===== src/rtl/adder_share_pkg.sv =====
// Shared definitions for the shared-adder arbiter: FSM encoding and default sizes.
package adder_share_pkg;

  localparam int DEF_NUM_REQ = 4;
  localparam int DEF_DATA_W  = 8;
  localparam int DEF_ID_W    = $clog2(DEF_NUM_REQ);

  typedef enum logic [1:0] {
    IDLE = 2'd0,
    EXEC = 2'd1,
    HOLD = 2'd2
  } state_t;

endpackage


===== src/rtl/adder_share_arbiter_rr_pick.sv =====
// Combinational round-robin picker: first set request at or above ptr, wrapping.
module adder_share_arbiter_rr_pick
  import adder_share_pkg::*;
#(
  parameter int NUM_REQ = DEF_NUM_REQ,
  parameter int ID_W    = $clog2(NUM_REQ)
) (
  input  logic [NUM_REQ-1:0] req,
  input  logic [ID_W-1:0]    ptr,
  output logic [NUM_REQ-1:0] gnt_onehot,
  output logic [ID_W-1:0]    idx,
  output logic               any
);

  logic [ID_W-1:0]    w_pos [NUM_REQ];
  logic [NUM_REQ-1:0] w_hit;

  // Candidate k is requester (ptr + k) mod NUM_REQ; ptr is always < NUM_REQ
  genvar gi;
  generate
    for (gi = 0; gi < NUM_REQ; gi++) begin : g_cand
      logic [ID_W:0] w_sum;
      assign w_sum      = {1'b0, ptr} + (ID_W+1)'(gi);
      assign w_pos[gi]  = (w_sum >= (ID_W+1)'(NUM_REQ)) ? ID_W'(w_sum - (ID_W+1)'(NUM_REQ))
                                                       : ID_W'(w_sum);
      assign w_hit[gi]  = req[w_pos[gi]];
    end
  endgenerate

  // Lowest candidate offset with its request set wins
  always_comb begin
    idx = '0;
    for (int k = NUM_REQ - 1; k >= 0; k--) begin
      if (w_hit[k]) idx = w_pos[k];
    end
  end

  assign any        = |req;
  assign gnt_onehot = any ? ({{(NUM_REQ-1){1'b0}}, 1'b1} << idx) : '0;

endmodule


===== src/rtl/adder_share_arbiter.sv =====
// One 8-bit adder shared by NUM_REQ clients; round-robin grant, tagged result with valid/ready.
module adder_share_arbiter
  import adder_share_pkg::*;
#(
  parameter int NUM_REQ = DEF_NUM_REQ,
  parameter int DATA_W  = DEF_DATA_W,
  parameter int ID_W    = $clog2(NUM_REQ)
) (
  input  logic                      clk,
  input  logic                      rst_n,
  input  logic [NUM_REQ-1:0]        req,
  input  logic [NUM_REQ*DATA_W-1:0] a_in,
  input  logic [NUM_REQ*DATA_W-1:0] b_in,
  output logic [NUM_REQ-1:0]        gnt,
  output logic                      busy,
  output logic                      res_valid,
  input  logic                      res_ready,
  output logic [DATA_W:0]           res_data,
  output logic [ID_W-1:0]           res_id
);

  state_t              r_state;
  logic [ID_W-1:0]     r_ptr;
  logic [DATA_W-1:0]   r_a;
  logic [DATA_W-1:0]   r_b;
  logic [NUM_REQ-1:0]  r_gnt;
  logic                r_valid;
  logic [DATA_W:0]     r_data;
  logic [ID_W-1:0]     r_id;

  logic [NUM_REQ-1:0]  w_pick_gnt;
  logic [ID_W-1:0]     w_pick_idx;
  logic                w_pick_any;
  logic [ID_W-1:0]     w_ptr_next;
  logic [DATA_W-1:0]   w_a_arr [NUM_REQ];
  logic [DATA_W-1:0]   w_b_arr [NUM_REQ];

  // Unpack the flat operand buses so the winner can be selected by index
  genvar gi;
  generate
    for (gi = 0; gi < NUM_REQ; gi++) begin : g_unpack
      assign w_a_arr[gi] = a_in[gi*DATA_W +: DATA_W];
      assign w_b_arr[gi] = b_in[gi*DATA_W +: DATA_W];
    end
  endgenerate

  adder_share_arbiter_rr_pick #(
    .NUM_REQ (NUM_REQ),
    .ID_W    (ID_W)
  ) u_rr_pick (
    .req        (req),
    .ptr        (r_ptr),
    .gnt_onehot (w_pick_gnt),
    .idx        (w_pick_idx),
    .any        (w_pick_any)
  );

  assign w_ptr_next = (w_pick_idx == ID_W'(NUM_REQ - 1)) ? '0 : w_pick_idx + 1'b1;

  // Arbitrate in IDLE, add in EXEC, hold the result in HOLD until the consumer takes it
  always_ff @(posedge clk or negedge rst_n) begin
    if (!rst_n) begin
      r_state <= IDLE;
      r_ptr   <= '0;
      r_a     <= '0;
      r_b     <= '0;
      r_gnt   <= '0;
      r_valid <= 1'b0;
      r_data  <= '0;
      r_id    <= '0;
    end else begin
      case (r_state)
        IDLE: begin
          r_gnt <= '0;
          if (w_pick_any) begin
            r_a     <= w_a_arr[w_pick_idx];
            r_b     <= w_b_arr[w_pick_idx];
            r_id    <= w_pick_idx;
            r_gnt   <= w_pick_gnt;
            r_ptr   <= w_ptr_next;
            r_state <= EXEC;
          end
        end
        EXEC: begin
          r_gnt   <= '0;
          r_data  <= {1'b0, r_a} + {1'b0, r_b};
          r_valid <= 1'b1;
          r_state <= HOLD;
        end
        HOLD: begin
          if (res_ready) begin
            r_valid <= 1'b0;
            r_state <= IDLE;
          end
        end
        default: begin
          r_gnt   <= '0;
          r_valid <= 1'b0;
          r_state <= IDLE;
        end
      endcase
    end
  end

  assign gnt       = r_gnt;
  assign busy      = (r_state != IDLE);
  assign res_valid = r_valid;
  assign res_data  = r_data;
  assign res_id    = r_id;

endmodule


===== config.mk =====
export PLATFORM = sky130hd
export DESIGN_NAME = adder_share_arbiter
export DESIGN_NICKNAME = d
export VERILOG_FILES = /design/src/rtl/adder_share_pkg.sv /design/src/rtl/adder_share_arbiter_rr_pick.sv /design/src/rtl/adder_share_arbiter.sv
export SDC_FILE = /design/constraint.sdc
export NUM_CORES = 1
export LEC_CHECK = 0
export ABC_CLOCK_PERIOD_IN_PS = 2800
export CAP_MARGIN = 5
export CORE_ASPECT_RATIO = 0.8
export CORE_MARGIN = 5
export CORE_UTILIZATION = 40
export CTS_BUF_LIST = sky130_fd_sc_hd__clkbuf_2
export DETAILED_ROUTE_END_ITERATION = 10
export PLACE_DENSITY = 0.8
export SLEW_MARGIN = 10
export SYNTH_ARGS = -nofsm -noshare
export SYNTH_HDL_FRONTEND = slang
export SYNTH_SLANG_ARGS = --single-unit

===== constraint.sdc =====
create_clock -name clk -period 2.8 [get_ports clk]
set_input_delay 0.42 -clock clk [delete_from_list [all_inputs] [get_ports clk]]
set_output_delay 0.42 -clock clk [all_outputs]
set_load 0.02 [all_outputs]

; After elaboration in Yosys (flattened, before gate mapping)
; Cells that the tools add are included.
[totals]
ff_bits = 36
output_inout_bits = 17
wordCells = 70
[op_classes]
muxes = 30
bitwise_logic = 2
addsub = 9
n_reduce_logical = 6
n_eq_ne = 5
order_cmp = 9
n_shift = 1
[op_table]
columns = operator, n
row1 = 8-bit binary-select mux with 2-bit select, 2
row2 = 8-bit 2-to-1 mux, 4
row3 = 2-bit 2-to-1 mux, 11
row4 = 3-bit greater-or-equal comparator (second input constant), 4
row5 = 2-bit by 3-bit less-than comparator with 1-bit output (second input constant), 4
row6 = 8-bit by 8-bit adder with 9-bit output, 1
row7 = 1-bit binary-select mux with 2-bit select, 4
row8 = 4-bit case mux with 2 select lines, 1
row9 = 2-bit by 1-bit subtractor with 2-bit output (second input constant), 4
row10 = 2-bit by 2-bit adder with 3-bit output (second input constant), 2
row11 = 2-bit case mux with 3 select lines, 1
row12 = 2-bit AND reduction, 3
row13 = 1-bit 2-to-1 mux, 5
row14 = 2-bit == test (second input constant), 2
row15 = 4-bit 2-to-1 mux, 1
row16 = 4-bit OR reduction, 1
row17 = 1-bit by 2-bit << shifter with 4-bit output (first input constant), 1
row18 = 2-bit by 1-bit adder with 3-bit output (second input constant), 1
row19 = 2-bit by 3-bit greater-or-equal comparator with 1-bit output (second input constant), 1
row20 = 2-bit inverter with 3-bit output, 1
row21 = 1-bit case mux with 3 select lines, 1
row22 = 2-bit by 1-bit adder with 2-bit output (second input constant), 1
row23 = 2-bit by 1-bit == test with 1-bit output (second input constant), 1
row24 = 2-bit zero test, 1
row25 = 4 further kinds, 4

; Longest topological paths before layout
; Gate-level depths: netlist (run 1).
[logic_depth]
depth_word = 13
mapped_depth = 9
depth_no_buf = 7

; Hierarchy
; Synthesis (run 1) repeated with hierarchy kept, for this count alone.
[unflattened]
hier_cells = 187
area_unflattened_um2 = 2319.7
[by_module_without_submodules]
columns = mod, area_each_um2, cells_per_inst, n_inst
row1 = adder_share_arbiter, 2120.8, 158, 1
row2 = adder_share_arbiter_rr_pick, 198.9, 29, 1

; Least setup slack after synthesis (run 1)
; No wires, ideal clock.
[synth_path]
path_type = input to register
from = in req[1]
to = reg r_a[3]
stages = 7
required_time_ns = 2.674
n_path_buf = 2
t_arrival_ns = 1.947
slack_ns = 0.727
cell_sequence = nor2_1 and4b_1 buf_2 nor2_2 buf_6 mux2_4 a221o_1
[synth_between]
elab_chain_cells = 10
elab_cells_between_ends = 18
[synth_lines]
columns = item, line
row1 = "start, declared", adder_share_arbiter.sv:11  ; input logic [NUM_REQ-1:0] req,
row2 = 1-bit binary-select mux with 2-bit select, adder_share_arbiter_rr_pick.sv:26  ; assign w_hit[gi] = req[w_pos[gi]];
row3 = 1-bit 2-to-1 mux (implied by the code), adder_share_arbiter_rr_pick.sv:26
row4 = 2-bit 2-to-1 mux (4 in a row), adder_share_arbiter_rr_pick.sv:34  ; if (w_hit[k]) idx = w_pos[k];
row5 = 2-bit inverter with 3-bit output (implied by the code), adder_share_arbiter.sv:76  ; r_a <= w_a_arr[w_pick_idx];
row6 = 8-bit binary-select mux with 2-bit select, adder_share_arbiter.sv:76
row7 = 8-bit 2-to-1 mux (implied by the code) (2 in a row), adder_share_arbiter.sv:76
row8 = "end signal, assigned", adder_share_arbiter.sv:76
row9 = "end, declared", adder_share_arbiter.sv:24  ; logic [DATA_W-1:0] r_a;
; Parallel ways exist; a longest one is shown, timed or not. The select of a mux whose other input is x is not followed.
; A chain may end at the register's enable or synchronous reset.

; Worst setup path in the final report (run 1)
[layout_path]
from = in req[1]
to = reg r_a[1]
; The elaborated chain is that of the path after synthesis.

==> results of run 1 <==
-- state kept, by name, indices dropped and copies added (netlist names) --
signal and count:
res_valid 1, res_id 2, r_b 8, r_ptr 2, res_data 9, gnt 4
r_a 8, r_state 2
-- report_power, final --
group	internal, mW	leakage, nW	switching [mW]
combinational	1.07	0.990	1.08
clock	0.0669	0.0306	0.161
sequential	0.774	0.448	0.199
-- how the worst max path moves through the flow --
stage               endpoint  slack [ps]  cells after the start
CTS                   r_a[6]         600                      9
global route          r_a[6]         450                      9
detailed placement    r_a[6]         180                      7
floorplan             r_a[3]         730                      7
global placement      r_b[2]         250                      7
finish                r_a[1]         550                      9
-- per-layer routing --
metal  track usage (%)  routed length (um)
met5                 0                   0
met4             6.340                 153
met3             5.258                 669
met2             29.84                3186
met1             24.53                2860
-- cell usage in the layout (no fill, tap or decap), types with 4 or more instances in the layout --
cell type	count
a21oi_1	22
buf_4	12
ha_1	9
o21ai_0	25
nand3_1	16
a221o_1	16
nand2_1	15
clkdlybuf4s50_1	86
inv_1	6
nor2_1	7
clkbuf_2	7
a21o_1	4
mux2_4	15
dfrtp_1	36
-- cells by family after synthesis --
family,count (synthesis),share of synthesized area (%)
buffers and inverters,20,4.749
and+or+nand+nor,61,14.79
muxes,18,11.17
xor gates and xnor gates,4,1.511
DFF,36,38.86
AOI/OAI and AO/OA,80,23.21
adders and majority gates,10,5.721
-- critical path, cell delays in order --
cell and delay, ps:
clkdlybuf4s50_1 460, nor2_1 350, a21o_1 210, buf_4 270
inv_1 150, o31ai_2 100, buf_4 210, a21oi_1 70
a221o_1 280
-- metrics by stage --
step / total power [mW] / std cells / util, %
finish: 3.350 / 400 / 60.14
global route: 3.605 / 400 / 60.14
CTS: 3.357 / 400 / 60.14
detailed placement: 3.125 / 392 / 59.44
global placement: 3.044 / 392 / 59.44
floorplan: 2.406 / 229 / -
-- cell type report --
type / instances / area (um2)
flip-flops and latches: 36 / 900.9
clock buffers: 7 / 35.03
repair buffers: 99 / 955.9
inverters: 6 / 22.52
clock inverters: 1 / 3.754
well taps: 78 / 97.59
multi-input cells: 173 / 1308
fillers: 496 / 2202
==> impl_metrics.yaml, run 1 <==
outcome:
  status: "finished clean"
timing:
  slew_headroom_pct: 45.08
  fin_tns_setup_ps: 0
  slew_viol_final: 0
  worst_slack_ps: 545.6
  setup_viol: 0
  final.min_clock_period_ps: 2254
  worst_pin_slew_ps: 816.9
  max_freq_ghz: 0.4436
  hold_violations: 0
  whs_ps: 104.5
  fin_worst_skew_ps: 9.949
  rsz0062_at_grt: "false"
  fin_crit_sh_pct: 80.51
clock_network:
  holdBufCountCts: 0
  clk_pin_slew_ps: 160
  cts_tree: "done"
  clkLatencyLatePin_ps: 370
  cts_buffers: 5
  h-tree-depth: 2
  cts_resized: 0
  clock-sinks: 36
  cts_buffer_depth: 2
  root_buffer: "clkbuf_2"
  cts_setup_buffers: 0
critical_path:
  critical_path_class: "input port to register"
  startpoint: "req[1]"
  required_ps: 3070
  start_kind: "input port"
  reg2reg_depth: 7
  worstPathMaxFanout: 23
  crit_path_end_kind: "register"
  crit_arrival_ps: 2520
  rr_startpoint: "r_b[0]"
  r2r-end: "res_data[6]"
  rrSetupSlack_ps: 640
synthesis:
  avgSynthCellArea_um2: 10.12
  yosysWarnings: 0
  syn_area_um2: 2318
  ys_seq_elements: 36
  synthTopCellsByCount: "36 x dfrtp_1, 25 x o21ai_0, 22 x a21oi_1, 16 x a221o_1, 16 x nand3_1"
  synth-main-ff-cell: "dfrtp_1"
  yosysMostFrequentCell: "dfrtp_1"
  synth_seq_area_share_pct: 38.86
  synth.largest_area_cell: "dfrtp_1"
  synthArstFlopShare_pct: 100.0
  netlist.area_leader.share_pct: 38.86
  synth_edf_count: 0
  synth_area_leaders: "dfrtp_1 39%, mux2_4 9.7%, a221o_1 6.9%"
  syn-num-nets: 310
  synth_cell_types: 45
  synthCells: 229
routing:
  via_per_inst: 5.553
  vias: 2221
  drt_wl_total_um: 6871
  ant_nets: 0
  drtIter0Drc: 126
  drtPass1Iterations: 4
  routedWlPerCell_um: 17.18
  drc: 0
power_and_ir_drop:
  p_per_area_nw_per_um2: 1008
  ir_worst_vdd_v: 0.0003689
  power_leakage_nw: 1.469
cells_and_area:
  finalNetCount: 402
  drive_gt1_share_pct: 13.98
  fin_area_um2: 3323
  diodes: 0
  area_delta_synth_final_pct: 43.34
global_routing:
  grt-ovfl-total: 0
  grt_max_degree: 37
  grt_pass1_wl_um: 10980
  grt_pass1_vias: 2199
  antenna_found_initial: 0
  grt_usage_pct: 18.76
die:
  die_y_um: 78.10
  io_pins: 88
  core_area_um2: 5525
  rows: 24
  dieWidth_um: 95.12
  die-area_um2: 7428
  start_util_pct: 41.96
placement:
  io_buffers: 87
  placed_area_um2: 3284
  dp_slack_ps: 184.6
  hpwlAfterDp_um: 5470
  place.gp.congestion: 0.8316
worst_hold_path:
  hold_class: "input port to async pin"
run:
  cap_viol_max_count: 0
No activity file was read; power rests on OpenSTA's default activity.
==> inputs of run 2 (changes only) <==
ABC_CLOCK_PERIOD_IN_PS = 1800   (was 2800)
PLACE_DENSITY = 0.83   (was 0.8)
clock period = 1.8 ns   (was 2.8 ns; I/O delays follow)
==> run 2 against run 1 <==
  * The run now ends with negative setup slack left
  * Sequential cell count unchanged
  * Hold slack improved by 380 ps
  * Global-route usage rose by 2.1 points
  * Sequential power grew 54%
  * Non-clock buffer count is 33 higher
  * Critical path depth fell by 2
  * Sequential share of layout area down 3.1 points
  * Register-to-register slack lost 760 ps
  * Critical path type is now register to register
  * Critical endpoint is now res_data[6]
  * Largest power group unchanged
  * Highest routed layer unchanged
==> impl_metrics.yaml, run 2 (synthesized netlist as in run 1, its figures left out) <==
global_routing:
  grt_max_degree: 37
  antenna_found_initial: 0
  grt_usage_pct: 20.90
  grt_pass1_wl_um: 12090
  grt_pass1_vias: 2466
  grt-ovfl-total: 0
critical_path:
  crit_path_end_kind: "register"
  critical-path-max-stage-delay_ps: 480
  start_kind: "register"
  worstPathMaxFanout: 3
  critical_path_class: "register to register"
  crit_path_top_delay_cell: "dfrtp_1"
  required_ps: 2110
  path_buf_inv: 0
  path_cells: "ha_4 > fa_2 > a21o_1 > a21oi_2 > o21ai_1 > and3b_1 > o31ai_1"
  crit_arrival_ps: 2230
  crit_family: "compound AO/OA/AOI/OAI gates"
cells_and_area:
  area_delta_synth_final_pct: 61.95
  drive_gt1_share_pct: 26.20
  fillers: 438
  utilization_pct: 67.96
  finalNetCount: 435
  largest_reg_flops: 9
  diodes: 0
  most-common-layout-cells: "85 x clkdlybuf4s50_1, 38 x buf_4, 35 x dfrtp_1"
  layout_commonest_cell: "clkdlybuf4s50_1"
power_and_ir_drop:
  switching_share_pct: 41.07
  power_mw: 6.225
  p_comb_share_pct: 67.9
  p_sw_mw: 2.557
  pwr-share-clk_pct: 8.1
  p_per_area_nw_per_um2: 1658
  seqPwrFrac_pct: 24.0
  power_leakage_nw: 1.679
  ir_worst_vdd_v: 0.0006173
  p_int_mw: 3.668
die:
  start_util_pct: 41.96
  dieWidth_um: 95.12
  die-area_um2: 7428
  core_area_um2: 5525
  die_y_um: 78.10
  rows: 24
  io_pins: 88
timing:
  worst_slack_ps: -119.5
  fin_crit_sh_pct: 106.6
  worst_pin_slew_ps: 811.6
  max_freq_ghz: 0.5210
  rsz0062_at_grt: "true"
  hold_violations: 0
  setup_viol: 20
  fin_tns_setup_ps: -1245
  final.min_clock_period_ps: 1919
  slew_headroom_pct: 45.89
  slew_viol_final: 0
  fin_worst_skew_ps: 26.66
clock_network:
  h-tree-depth: 2
  clkLatencyLatePin_ps: 410
  root_buffer: "clkbuf_2"
  clk_pin_slew_ps: 200
  cts_buffers: 5
  clock-sinks: 36
  cts_buffer_depth: 2
  cts_tree: "done"
routing:
  drtPass1Iterations: 4
  drt_wl_total_um: 7535
  via_per_inst: 5.402
  routedWlPerCell_um: 17.40
  drtIter0Drc: 179
  ant_nets: 0
  drc: 0
  vias: 2339
placement:
  place.gp.congestion: 0.9827
  dp_slack_ps: -463.1
  hpwlAfterDp_um: 5839
  io_buffers: 87
outcome:
  violations: "negative setup slack"
  status: "finished, violations left"
worst_hold_path:
  hold_class: "input port to async pin"
run:
  cap_viol_max_count: 0
==> run 2: cell count changes in the layout (fill, tap and decap cells not counted), sizes merged <==
cell | previous run | this run
clkbuf | 7 | 6
clkdlybuf4s50 | 86 | 85
bufinv | 0 | 1
clkinv | 1 | 2
dlygate4sd3 | 0 | 1
buf | 13 | 45
==> run 2: power groups by stage <==
stage | combinational, mW | sequential (mW) | clock, mW
floorplan | 2.18 | 1.64 | 0
global placement | 3.71 | 1.47 | 0
detailed placement | 3.86 | 1.50 | 0
CTS | 4.08 | 1.48 | 0.513
global route | 4.58 | 1.54 | 0.538
finish | 4.23 | 1.50 | 0.502
==> run 2: timing repair <==
item                                    CTS  global route
buffers inserted                          4             2
endpoints found under the setup margin   22            25
pin swaps                                 7            10
hold endpoints to repair                 36             0
gates resized for setup                  15            11
hold buffers                              1             0
==> run 2: worst register-to-register path: stages (launching register included) <==
cell     delay [ps]
dfrtp_1         480
ha_4            190
fa_2            340
a21o_1          170
a21oi_2         170
o21ai_1          80
and3b_1         180
o31ai_1         210
==> run 2: area by class of cell <==
class                   count  area [um2]  share of cell area (%)
multi-input cells         173        1420                   37.82
repair buffers            132        1250                   33.29
flip-flops and latches     36       902.1                   24.03
well taps                  78       97.59                   2.599
clock inverters             3       37.54                  0.9997
clock buffers               5       25.02                  0.6664
inverters                   6       22.52                  0.5998
==> run 2: metal layers <==
metal | track usage [%] | part of all wire [%] | vias to the layer above
met2 | 33.89 | 47 | 100
met1 | 27.50 | 44 | 1114
li1 | - | - | 1109
met4 | 7.637 | 2.2 | 0
met3 | 4.302 | 6.8 | 16
met5 | 0 | 0 | -
==> run 2: worst paths after layout <==
path                                to  startpoint  slack (ps)  depth (start not counted)
setup / recovery           res_data[6]      r_b[0]        -120                          7
hold / removal                  r_b[1]       rst_n         480                          2
setup reg to reg           res_data[6]      r_b[0]        -120                          7
hold reg to reg              res_valid   res_valid         500                          1
max in group asynchronous     r_ptr[1]       rst_n         760                          2
min in group clk             res_valid   res_valid         500                          1
==> run 2: through the flow <==
stage	hold slack, ps	instances	cell area (um2)
after floorplan	-25.59	229	2362
after global placement	384.1	420	3553
after detailed placement	396.2	420	3553
after CTS	467.8	433	3711
after global routing	497.5	433	3755
final	480.9	433	3755
